**config.mk**
```make
export PLATFORM = sky130hd
export DESIGN_NAME = obi_data_initiator
export DESIGN_NICKNAME = d
export VERILOG_FILES = /design/src/rtl/kudu_dv_pkg.sv /design/src/rtl/obi_tag_fifo.sv /design/src/rtl/obi_data_initiator.sv
export SDC_FILE = /design/constraint.sdc
export NUM_CORES = 1
export LEC_CHECK = 0
export BUFFER_PORTS_ARGS = -buffer_cell sky130_fd_sc_hd__buf_2
export CORE_AREA = 2 2 141 143
export DETAILED_ROUTE_END_ITERATION = 12
export DIE_AREA = 0 0 143 145
export PLACE_DENSITY = 0.8
export SYNTH_ARGS = -nofsm -noshare
export SYNTH_HDL_FRONTEND = slang
export SYNTH_SLANG_ARGS = --single-unit
```
**constraint.sdc**
```tcl
create_clock -name clk_i -period 2.6 [get_ports clk_i]
set_clock_uncertainty 0.15 [all_clocks]
set_input_delay 0.26 -clock clk_i [delete_from_list [all_inputs] [get_ports clk_i]]
set_output_delay 0.26 -clock clk_i [all_outputs]
set_load 0.03 [all_outputs]
```
**src/rtl/kudu_dv_pkg.sv**
```systemverilog
// Shared memory-command definitions used by the data-side OBI initiator.
// Latency: n/a (types and constants only).
// Backpressure: n/a.
package kudu_dv_pkg;

    // Bit positions inside the 8-bit sideband flag field.
    localparam int FLAG_ISR  = 0;
    localparam int FLAG_STKZ = 2;

    // Request attributes. Write data lives outside this struct because its
    // width is a module parameter and package types cannot be parameterised.
    typedef struct packed {
        logic        we;
        logic        is_cap;
        logic [3:0]  be;
        logic [31:0] addr;
        logic [7:0]  flag;
    } mem_cmd_t;

endpackage

```
**src/rtl/obi_tag_fifo.sv**
```systemverilog
// In-order tag FIFO, flop-based, DEPTH entries of WIDTH bits.
// Latency: pushed entry visible at o_head_dat the cycle after the push.
// Backpressure: none; a push while full is dropped unless a pop happens in the same cycle.
// Ports: i_clk/i_rst (sync active-high), i_push/i_push_dat, i_pop, o_head_dat, o_full, o_empty.
module obi_tag_fifo #(
    parameter int WIDTH = 2,
    parameter int DEPTH = 2
) (
    input  logic             i_clk,
    input  logic             i_rst,
    input  logic             i_push,
    input  logic [WIDTH-1:0] i_push_dat,
    input  logic             i_pop,
    output logic [WIDTH-1:0] o_head_dat,
    output logic             o_full,
    output logic             o_empty
);
    localparam int PW = (DEPTH > 1) ? $clog2(DEPTH) : 1;
    localparam int CW = $clog2(DEPTH + 1);

    logic [WIDTH-1:0] r_mem [DEPTH];
    logic [PW-1:0]    r_wptr;
    logic [PW-1:0]    r_rptr;
    logic [CW-1:0]    r_count;
    logic             w_do_push;
    logic             w_do_pop;

    function automatic logic [PW-1:0] next_ptr(input logic [PW-1:0] p);
        return (p == PW'(DEPTH - 1)) ? '0 : p + PW'(1);
    endfunction

    assign o_full     = (r_count == CW'(DEPTH));
    assign o_empty    = (r_count == '0);
    assign o_head_dat = r_mem[r_rptr];
    assign w_do_pop   = i_pop & ~o_empty;
    // A pop in the same cycle frees the slot, so push-while-full is legal then.
    assign w_do_push  = i_push & (~o_full | w_do_pop);

    always_ff @(posedge i_clk) begin
        if (w_do_push) begin
            r_mem[r_wptr] <= i_push_dat;
        end
    end

    always_ff @(posedge i_clk) begin
        if (i_rst) begin
            r_wptr  <= '0;
            r_rptr  <= '0;
            r_count <= '0;
        end else begin
            if (w_do_push) begin
                r_wptr <= next_ptr(r_wptr);
            end
            if (w_do_pop) begin
                r_rptr <= next_ptr(r_rptr);
            end
            r_count <= r_count + CW'(w_do_push) - CW'(w_do_pop);
        end
    end

endmodule

```
**src/rtl/obi_data_initiator.sv**
```systemverilog
// OBI data-side initiator: one request register, in-order tag FIFO, registered responses.
// Latency: command presented on data_req 1 cycle after accept; response 1 cycle after data_rvalid.
// Backpressure: cmd_ready drops while a request is stalled or MAX_OUTSTANDING is reached; rsp_* has none.
// Ports: clk_i/rst_i (sync active-high); cmd_* command in; data_* OBI request out / response in;
//        rsp_* response out; outst_cnt granted-but-unanswered count; proto_err sticky violation flag.
module obi_data_initiator
    import kudu_dv_pkg::*;
#(
    parameter int DW              = 65,
    parameter int MAX_OUTSTANDING = 2
) (
    input  logic          clk_i,
    input  logic          rst_i,
    input  logic          cmd_valid,
    output logic          cmd_ready,
    input  logic          cmd_we,
    input  logic          cmd_is_cap,
    input  logic [3:0]    cmd_be,
    input  logic [31:0]   cmd_addr,
    input  logic [DW-1:0] cmd_wdata,
    input  logic [7:0]    cmd_flag,
    output logic          data_req,
    output logic          data_we,
    output logic          data_is_cap,
    output logic [3:0]    data_be,
    output logic [31:0]   data_addr,
    output logic [DW-1:0] data_wdata,
    output logic [7:0]    data_flag,
    input  logic          data_gnt,
    input  logic          data_rvalid,
    input  logic          data_err,
    input  logic [DW-1:0] data_rdata,
    output logic          rsp_valid,
    output logic          rsp_we,
    output logic          rsp_is_cap,
    output logic          rsp_err,
    output logic [DW-1:0] rsp_rdata,
    output logic [2:0]    outst_cnt,
    output logic          proto_err
);
    typedef enum logic {S_IDLE = 1'b0, S_REQ = 1'b1} req_state_e;

    req_state_e    r_state;
    mem_cmd_t      r_cmd;
    logic [DW-1:0] r_wdata;
    logic [2:0]    r_outst;
    logic [2:0]    r_quiet;
    logic          r_rsp_valid;
    logic          r_rsp_we;
    logic          r_rsp_is_cap;
    logic          r_rsp_err;
    logic [DW-1:0] r_rsp_rdata;
    logic          r_proto_err;

    logic          w_req;
    logic [3:0]    w_inflight;
    logic          w_accept;
    logic          w_push;
    logic          w_pop;
    logic          w_spurious;
    logic          w_fifo_full;
    logic          w_fifo_empty;
    logic [1:0]    w_head;

    assign w_req      = (r_state == S_REQ);
    // Slots claimed: granted-unanswered plus the one waiting in the request register.
    assign w_inflight = {1'b0, r_outst} + {3'b000, w_req};
    assign cmd_ready  = ~rst_i & (~w_req | data_gnt) & (w_inflight < 4'(MAX_OUTSTANDING));
    assign w_accept   = cmd_valid & cmd_ready;
    assign w_push     = w_req & data_gnt;
    assign w_pop      = data_rvalid & ~w_fifo_empty;
    assign w_spurious = data_rvalid & (r_outst == 3'd0);

    // Request register; attributes are cleared when it empties so idle outputs read 0.
    always_ff @(posedge clk_i) begin
        if (rst_i) begin
            r_state <= S_IDLE;
            r_cmd   <= '0;
            r_wdata <= '0;
        end else begin
            case (r_state)
                S_IDLE: begin
                    if (w_accept) begin
                        r_state      <= S_REQ;
                        r_cmd.we     <= cmd_we;
                        r_cmd.is_cap <= cmd_is_cap;
                        r_cmd.be     <= cmd_be;
                        r_cmd.addr   <= cmd_addr;
                        r_cmd.flag   <= cmd_flag;
                        r_wdata      <= cmd_wdata;
                    end
                end
                S_REQ: begin
                    // An accept here implies data_gnt, so the old request has left.
                    if (w_accept) begin
                        r_cmd.we     <= cmd_we;
                        r_cmd.is_cap <= cmd_is_cap;
                        r_cmd.be     <= cmd_be;
                        r_cmd.addr   <= cmd_addr;
                        r_cmd.flag   <= cmd_flag;
                        r_wdata      <= cmd_wdata;
                    end else if (data_gnt) begin
                        r_state <= S_IDLE;
                        r_cmd   <= '0;
                        r_wdata <= '0;
                    end
                end
                default: r_state <= S_IDLE;
            endcase
        end
    end

    // Outstanding count, response register and protocol checker.
    // r_quiet masks stale rvalids from transactions killed by a reset.
    always_ff @(posedge clk_i) begin
        if (rst_i) begin
            r_outst      <= '0;
            r_quiet      <= 3'(MAX_OUTSTANDING);
            r_rsp_valid  <= 1'b0;
            r_rsp_we     <= 1'b0;
            r_rsp_is_cap <= 1'b0;
            r_rsp_err    <= 1'b0;
            r_rsp_rdata  <= '0;
            r_proto_err  <= 1'b0;
        end else begin
            r_outst      <= r_outst + {2'b00, w_push} - {2'b00, w_pop};
            r_rsp_valid  <= w_pop;
            r_rsp_we     <= w_pop & w_head[1];
            r_rsp_is_cap <= w_pop & w_head[0];
            r_rsp_err    <= w_pop & data_err;
            // Writes return no data; reads pass the full word including the tag bit.
            r_rsp_rdata  <= (w_pop & ~w_head[1]) ? data_rdata : '0;
            if (r_quiet != 3'd0) begin
                r_quiet <= r_quiet - 3'd1;
            end
            if ((w_spurious & (r_quiet == 3'd0)) | (w_push & w_fifo_full & ~w_pop)) begin
                r_proto_err <= 1'b1;
            end
        end
    end

    obi_tag_fifo #(
        .WIDTH (2),
        .DEPTH (MAX_OUTSTANDING)
    ) u_tag_fifo (
        .i_clk      (clk_i),
        .i_rst      (rst_i),
        .i_push     (w_push),
        .i_push_dat ({r_cmd.we, r_cmd.is_cap}),
        .i_pop      (w_pop),
        .o_head_dat (w_head),
        .o_full     (w_fifo_full),
        .o_empty    (w_fifo_empty)
    );

    assign data_req    = w_req;
    assign data_we     = r_cmd.we;
    assign data_is_cap = r_cmd.is_cap;
    assign data_be     = r_cmd.be;
    assign data_addr   = r_cmd.addr;
    assign data_flag   = r_cmd.flag;
    assign data_wdata  = r_wdata;
    assign rsp_valid   = r_rsp_valid;
    assign rsp_we      = r_rsp_we;
    assign rsp_is_cap  = r_rsp_is_cap;
    assign rsp_err     = r_rsp_err;
    assign rsp_rdata   = r_rsp_rdata;
    assign outst_cnt   = r_outst;
    assign proto_err   = r_proto_err;

endmodule

```
**Word-level counts from Yosys, hierarchy flattened**

Memories as Yosys holds them, arrays and structs flattened. A register that Yosys moved wholly into a read port is not among the register bits.
Index checks and enable logic that the tools add are counted.

- Reductions and logical operators: 6
- Bitwise gates (word level): 25
- Muxes and demuxes: 18
- Magnitude comparators: 1
- Eq/ne operators: 3
- Add/sub/neg operators: 8

Operators by type and width:

| kind | count |
|---|---|
| $mux 65 | 3 |
| $mux 46 | 3 |
| $pmux 65 s2 | 1 |
| $pmux 46 s2 | 1 |
| $and 1x1->1 | 15 |
| $mux 1 | 9 |
| $not 1->1 | 7 |
| $logic_not 3->1 | 2 |
| $add 3x1->4 | 1 |
| $lt 4x2->1 const B | 1 |
| $add 3x1->3 | 1 |
| $ne 3x2->1 const B | 1 |
| $or 1x1->1 | 3 |
| $reduce_bool 3->1 | 1 |
| $sub 3x1->3 | 1 |
| $sub 3x1->3 const B | 1 |
| $add 1x1->1 const B | 2 |
| $add 2x1->2 | 1 |
| $eq 2x2->1 const B | 1 |
| $logic_not 2->1 | 1 |
| $ne 2x2->1 const B | 1 |
| $pmux 1 s2 | 1 |
| $reduce_and 2->1 | 1 |
| $reduce_or 2->1 | 1 |
| $sub 2x1->2 | 1 |

- Flip-flop bits (word level): 192
- Bits in writable memories: 4
- Input bits: 182
- Memories kept: 1

Memories:

| memory | depth | width | rd ports | clocked after Yosys merged registers in | wr ports | RTL line | RTL |
|---|---|---|---|---|---|---|---|
| u_tag_fifo.r_mem | 2 | 2 | 1 | 1 | 1 | obi_tag_fifo.sv:21 | `logic [WIDTH-1:0] r_mem [DEPTH];` |

**Longest topological paths before layout**

Gate-level depths: netlist of the first run.

- Depth in word-level cells: 8
- Depth in mapped cells: 8
- Gate-level depth less buffers: 8

**By module**

A second synthesis of the first run with hierarchy kept.

- Cell total of the unflattened synthesis: 710
- Area total of the unflattened synthesis: 7350.8 µm²

Modules (own cells, without submodules):

| module | cells an instance | sequential area each (µm²) | area an instance (µm²) | times used |
|---|---|---|---|---|
| obi_data_initiator | 678 | 3763.6 | 6960.4 | 1 |
| obi_tag_fifo | 32 | 220.2 | 390.4 | 1 |

**Least setup slack after synthesis of the first run**

Ideal clock, no wire load.

- Path type: register -> output
- Start point: register r_state, in the netlist data_req
- End point: output port cmd_ready
- Setup slack: -0.383 ns
- Arrival time: 2.573 ns
- Buffers on the path: 0
- Stages on the path, launching flop included: 5
- Data required time: 2.190 ns
- Cells stage by stage: dfxtp_1 -> and2_1 -> ha_1 -> xor2_1 -> a2111oi_0

- Longest elaborated chain between the ends: 4

RTL lines:

| what | RTL line | RTL |
|---|---|---|
| start: declaration | obi_data_initiator.sv:43 | `req_state_e r_state;` |
| start signal: assignment | obi_data_initiator.sv:77 | `r_state <= S_IDLE;` |
| start signal: assignment | obi_data_initiator.sv:84 | `r_state <= S_REQ;` |
| start signal: assignment | obi_data_initiator.sv:103 | `r_state <= S_IDLE;` |
| branches (longest 3 deep; another with $add 3x1->4) | n/a |  |
| $and 1x1->1 * | obi_data_initiator.sv:68 | `assign cmd_ready = ~rst_i & (~w_req \| data_gnt) & (w_inflight < 4'(MAX_OUTSTANDING));` |
| end: declaration | obi_data_initiator.sv:15 | `output logic cmd_ready,` |

Mark *: on every way between the ends.

**Worst setup path after layout of the first run**

- Start point: register r_outst[0], in the netlist outst_cnt[0]
- End point: register r_wdata[56], in the netlist data_wdata[56]

- Longest elaborated chain between the ends: 6

RTL lines:

| what | RTL line | RTL |
|---|---|---|
| start: declaration | obi_data_initiator.sv:46 | `logic [2:0] r_outst;` |
| start signal: assignment | obi_data_initiator.sv:126 | `r_outst <= r_outst + {2'b00, w_push} - {2'b00, w_pop};` |
| $add 3x1->4 * | obi_data_initiator.sv:67 | `assign w_inflight = {1'b0, r_outst} + {3'b000, w_req};` |
| $lt 4x2->1 * | obi_data_initiator.sv:68 |  |
| $and 1x1->1 * | obi_data_initiator.sv:68 |  |
| $and 1x1->1 * | obi_data_initiator.sv:69 | `assign w_accept = cmd_valid & cmd_ready;` |
| $mux 65, or another cell as far along | obi_data_initiator.sv:95 | `if (w_accept) begin` |
| $pmux 65 s2 / $reduce_and 2->1 (equally long branches) | n/a |  |
| end signal: assignment | obi_data_initiator.sv:90 | `r_wdata <= cmd_wdata;` |
| end signal: assignment | obi_data_initiator.sv:101 | `r_wdata <= cmd_wdata;` |
| end: declaration | obi_data_initiator.sv:45 | `logic [DW-1:0] r_wdata;` |

Every way passes the cells marked *; elsewhere a longest branch is shown, timed or not.
A chain may end at the register's enable or synchronous reset.

==> results of run 1 <==
-- registers in the layout (all words and copies together), names as in the netlist, 2 cells and up, named ones only --
signal / count
data_addr: 32
data_be: 4
data_flag: 8
data_wdata: 65
outst_cnt: 3
r_quiet: 3
rsp_rdata: 65
u_tag_fifo.r_count: 2
u_tag_fifo.r_mem: 4
-- worst max-delay path by stage --
stage / start / to / slack [ns] / cells past startpoint
CTS: outst_cnt[0] / data_addr[2] / 0.23 / 6
finish: outst_cnt[0] / data_wdata[56] / 0.20 / 6
global placement: outst_cnt[0] / data_flag[4] / 0.28 / 6
global route: outst_cnt[0] / data_flag[7] / 0.14 / 6
detailed placement: outst_cnt[0] / data_addr[2] / 0.23 / 6
floorplan: data_req / data_addr[0] / 0.18 / 8
-- cells in the mapped netlist, types with 2 or more instances --
master and instances:
nor2_1 10, and2_1 70, mux2i_1 114, xor2_1 3
clkbuf_1 33, nor2b_1 5, dfxtp_1 193, nor3_1 2
inv_1 10, ha_1 8, nand2_1 112, edfxtp_1 4
a21oi_1 4, buf_6 9, buf_2 4, nand2b_1 112
xnor2_1 2
-- cell families (layout without fill, tap and decap cells) --
family / Yosys count / in the layout
AO/OA/AOI/OAI: 11 / 11
XOR/XNOR: 5 / 5
adder cells (fa/ha/maj): 9 / 9
buffers and inverters: 56 / 594
flip-flops: 197 / 197
multiplexers: 114 / 114
AND/OR/NAND/NOR: 317 / 317
-- stage by stage --
stage	hold WS (ns)	setup slack [ns]	cells	total power (uW)
after floorplan	0.232	0.175	709	5170
after global placement	0.290	0.276	1302	5760
after detailed placement	0.299	0.233	1302	5810
after CTS	0.0482	0.229	1512	8580
after global routing	0.0545	0.144	1512	8940
final	0.0714	0.203	1512	8540
-- cell type report --
cell class,instances,area (um2)
Clock inverter,14,133
Multi-Input combinational cell,456,3090
Fill cell,1462,7470
Tap cell,265,332
Clock buffer,18,439
Sequential cell,197,3980
Inverter,10,37.5
Timing Repair Buffer,552,3720
-- critical path: stages (launching register included) --
cell	delay, ns
dfxtp_1	0.34
and2_1	0.17
ha_1	0.29
or3b_1	0.41
a211o_4	0.42
buf_12	0.24
mux2i_1	0.25
-- timing repair --
action	CTS	global route
hold buffers	178	0
hold endpoints to repair	178	0
endpoints found under the setup margin	0	0
-- power by group through the flow --
stage | Clock [uW] | Sequential, uW | Combinational, uW
detailed placement | 0 | 3620 | 2190
global route | 2750 | 3610 | 2580
global placement | 0 | 3610 | 2150
floorplan | 0 | 4210 | 957
finish | 2550 | 3570 | 2420
CTS | 2620 | 3560 | 2400
-- per-layer routing --
layer	part of all wire, %	vias to the layer above	wire, um	GRT usage (%)
met4	3.0	0	709	8.96
li1	-	3300	-	-
met5	0	-	0	0
met2	53	252	12500	41.1
met3	5.6	55	1300	5.78
met1	38	3203	8850	22.8
==> flow_summary.json, run 1 <==
{
  "run_status": "finished clean",
  "r2r_slack_ns": 0.20,
  "finalNetCount": 1425,
  "die_area_um2": 20700,
  "synthArstFlopShare_pct": 0,
  "grt_usage_pct": 21.9,
  "maxCapViolations": 0,
  "dieWidth_um": 143,
  "grt_pass1_wl_um": 35900,
  "postLayoutCoreUtil_pct": 61.1,
  "ys_warn_count": 0,
  "synthMuxAreaShare_pct": 15.6,
  "clock_path_buffers": 2,
  "drc_errors": 0,
  "required_ns": 2.78,
  "die_y_um": 145,
  "arrival_ns": 2.58,
  "synth_area_um2": 7320,
  "vias": 6810,
  "rr_endpoint": "data_wdata[56]",
  "synth_simple_gate_area_share_pct": 22.9,
  "htree_levels": 4,
  "finalMaxSlewViolations": 0,
  "worstPathMaxFanout": 51,
  "p_leak_uw": 0.00613,
  "clk_pin_slew_ns": 0.08,
  "ant_nets": 0,
  "synth-compound-area-share_pct": 0.974,
  "synthCells": 709,
  "antenna_found_initial": 0,
  "grt_pass1_vias": 7064,
  "wl_per_cell_um": 15.4,
  "final_cell_mix": "buf_2 (366), dfxtp_1 (193), dlygate4sd3_1 (178)",
  "first_pass_iters": 5,
  "synth_top_family_by_area": "simple AND/OR/NAND/NOR gates",
  "drt-total-wl_um": 23300,
  "root_buffer": "clkbuf_16",
  "r2r-start": "outst_cnt[0]",
  "tns_ns": 0,
  "yosys.area.top_type": "dfxtp_1",
  "setup_violations": 0,
  "design_area_um2": 11700,
  "cts_buffers": 17,
  "start_util_pct": 38.1,
  "ys_types": 31,
  "min_from": "data_gnt",
  "min_period_ns": 2.40,
  "synth_fp_nets": 900,
  "slew_headroom_pct": 56.7,
  "grt_max_degree": 99,
  "syn_area_per_cell_um2": 10.3,
  "ys_ff_latch": 197,
  "syn2layout_area_growth_pct": 60.3,
  "cts_resized": 0,
  "coreArea_um2": 19200,
  "io_buffers": 367,
  "cts_tree": "built",
  "grt_overflow": 0,
  "core.rowCount": 51,
  "post_cts_buffers": 0,
  "whs_path_depth": 3,
  "setup.worst_path.end_class": "flip-flop",
  "p_int_uw": 5660,
  "via_per_inst": 4.50,
  "swShare_pct": 33.7,
  "critPathKind": "reg2reg",
  "drive_gt1_share_pct": 33.0,
  "layout_commonest_cell": "buf_2",
  "hold_viol_final": 0,
  "cts_sinks": 197,
  "dp_hpwl_um": 13200,
  "fmax_ghz": 0.417,
  "seq_power_share_pct": 41.8,
  "p_switching_uw": 2880,
  "yosysTopAreaCellShare_pct": 52.8,
  "drtIter0Drc": 267,
  "rsz0062_at_grt": "no",
  "synth.area.top_cells": "dfxtp_1 (53%), mux2i_1 (16%), nand2b_1 (9.6%)",
  "hold_path_class": "in2reg",
  "routabilityCongestion": 0.824,
  "synthAdderAreaFrac_pct": 1.64,
  "ioPinCount": 368,
  "antenna_cells": 0,
  "placed_area_um2": 9380,
  "ir_worst_vdd_mv": 0.477,
  "power.density_nw_per_um2": 728,
  "ys.flop_type": "dfxtp_1",
  "clkPwrFrac_pct": 29.8,
  "startpoint_type": "flip-flop",
  "worst_slew_pin_slew_ns": 0.650,
  "finalCritPeriodShare_pct": 92.2,
  "synth_edf_count": 4,
  "clk_latency_ns": 0.41,
  "p_comb_share_pct": 28.4,
  "whs_endpoint": "data_req",
  "ff2ff_path_depth": 6,
  "synth_xor_xnor_area_share_pct": 0.598,
  "synth.yosys.seq_area_share_pct": 54.4
}
Note: power is estimated with default switching activity, not from simulation.
==> run 2: changes to the inputs <==
- GPL_ROUTABILITY_DRIVEN: not set -> 0
- REMOVE_ABC_BUFFERS: not set -> 1
==> flow_summary.json, run 2 (synthesis results as in run 1) <==
{
  "run_status": "finished clean",
  "rsz0062_at_grt": "no",
  "min_period_ns": 2.37,
  "ir_worst_vdd_mv": 0.444,
  "worstPathMaxFanout": 5,
  "dp_cells": 1304,
  "wl_per_cell_um": 16.1,
  "drive_gt1_share_pct": 33.0,
  "antenna_found_initial": 1,
  "seq_area_um2": 3980,
  "required_ns": 2.19,
  "dp_hpwl_um": 14300,
  "cts_tree": "built",
  "r2r_slack_ns": 0.24,
  "cts_buffers": 17,
  "via_per_inst": 4.54,
  "die_area_um2": 20700,
  "maxCapViolations": 0,
  "min_from": "cmd_wdata[39]",
  "arrival_ns": 1.96,
  "final_cell_mix": "buf_2 (366), dfxtp_1 (193), dlygate4sd3_1 (175)",
  "root_buffer": "clkbuf_16",
  "path_cells": "and2_1 > ha_1 > xor2_1 > a2111oi_0 > buf_2",
  "cts_resized": 0,
  "clk_latency_ns": 0.42,
  "layout.cells.non_filler": 1511,
  "max_stage_delay_ns": 0.40,
  "hold_path_class": "in2reg",
  "startpoint": "outst_cnt[0]",
  "whs_path_depth": 3,
  "ioPinCount": 368,
  "finalCritPeriodShare_pct": 91.3,
  "multi_input_area_um2": 3080,
  "first_pass_iters": 4,
  "grt_usage_pct": 22.8,
  "setup_violations": 0,
  "hold_ws_ns": 0.0389,
  "die_y_um": 145,
  "startpoint_type": "flip-flop",
  "slowest_stage": "a2111oi_0",
  "r2r-start": "outst_cnt[0]",
  "layout_commonest_cell": "buf_2",
  "clock_path_buffers": 2,
  "fill_cells": 1453,
  "vias": 6858,
  "hold_viol_final": 0,
  "post_cts_buffers": 0,
  "clk_pin_slew_ns": 0.08,
  "rr_endpoint": "data_addr[12]",
  "grt_pass1_vias": 7229,
  "drt-total-wl_um": 24300,
  "start_util_pct": 38.1,
  "worst_slew_pin_slew_ns": 0.812,
  "drc_errors": 0,
  "cts_sinks": 197,
  "setup.worst_path.end_class": "output pin",
  "whs_endpoint": "data_wdata[39]",
  "htree_levels": 4,
  "cp_top_family": "compound AO/OA/AOI/OAI gates",
  "drtIter0Drc": 245,
  "grt_max_degree": 104,
  "slew_headroom_pct": 45.9,
  "path_buf_inv": 1,
  "p_leak_uw": 0.00615,
  "power.density_nw_per_um2": 735,
  "core.rowCount": 51,
  "grt_pass1_wl_um": 37100,
  "antenna_cells": 0,
  "critPathKind": "reg2out",
  "dieWidth_um": 143,
  "ff2ff_path_depth": 6,
  "coreArea_um2": 19200,
  "syn2layout_area_growth_pct": 60.3,
  "finalNetCount": 1424,
  "grt_overflow": 0,
  "io_buffers": 367,
  "fmax_ghz": 0.421,
  "ant_nets": 0,
  "finalMaxSlewViolations": 0
}
==> run 2: cell count changes in the layout (fill, tap and decap cells not counted), sizes merged <==
cell         previous run  this run
inv                    18        16
clkinvlp                4         0
buf                   374       376
clkinv                  2         9
clkbuf                 18        17
dlygate4sd3           178       175
==> run 2: metrics by stage <==
| stage | setup TNS (ns) | utilization, % | setup slack (ns) | power (uW) | cell area [um2] |
|---|---|---|---|---|---|
| after floorplan | -353.05 | - | -2.35 | 5190 | 7080 |
| after global placement | 0 | 48.8 | 0.309 | 5750 | 9380 |
| final | 0 | 61.1 | 0.225 | 8630 | 11700 |
| after global routing | 0 | 61.1 | 0.0671 | 9030 | 11700 |
| after detailed placement | 0 | 48.8 | 0.275 | 5810 | 9380 |
| after CTS | 0 | 61.1 | 0.161 | 8660 | 11700 |
==> run 2: timing repair <==
| action | CTS | global route |
|---|---|---|
| endpoints found under the hold margin | 175 | 0 |
| setup endpoints to repair | 0 | 0 |
| hold buffers | 175 | 0 |
==> run 2: worst reg2reg max path: stages (launching register included) <==
cell and delay, ns:
dfxtp_1 0.34, and2_1 0.17, ha_1 0.28, or3b_1 0.39, a211o_4 0.42, buf_12 0.25
mux2i_1 0.28
==> run 2: per-layer routing <==
layer | GRT usage, % | wire (um)
met1 | 24.2 | 8920
met2 | 40.3 | 12300
met3 | 6.57 | 1890
met4 | 11.8 | 1150
met5 | 0 | 11
==> run 2: cell type report <==
cell class / instances / area share [%]
Clock buffer: 17 / 3.62
Clock inverter: 15 / 1.57
Inverter: 10 / 0.320
Multi-Input combinational cell: 456 / 26.2
Sequential cell: 197 / 33.9
Tap cell: 265 / 2.82
Timing Repair Buffer: 551 / 31.5
==> run 2: worst max-delay path by stage <==
stage                          end  slack, ns  depth (start not counted)
finish                   cmd_ready       0.23                          5
global route             cmd_ready       0.07                          5
CTS                      cmd_ready       0.16                          5
detailed placement  data_wdata[47]       0.27                          6
global placement    data_wdata[57]       0.31                          6
floorplan             data_addr[0]      -2.35                          5
==> run 2: power breakdown <==
group	internal [uW]	switching, uW	total, uW
registers	3380	178	3560
clock network	1310	1330	2640
logic	974	1450	2430
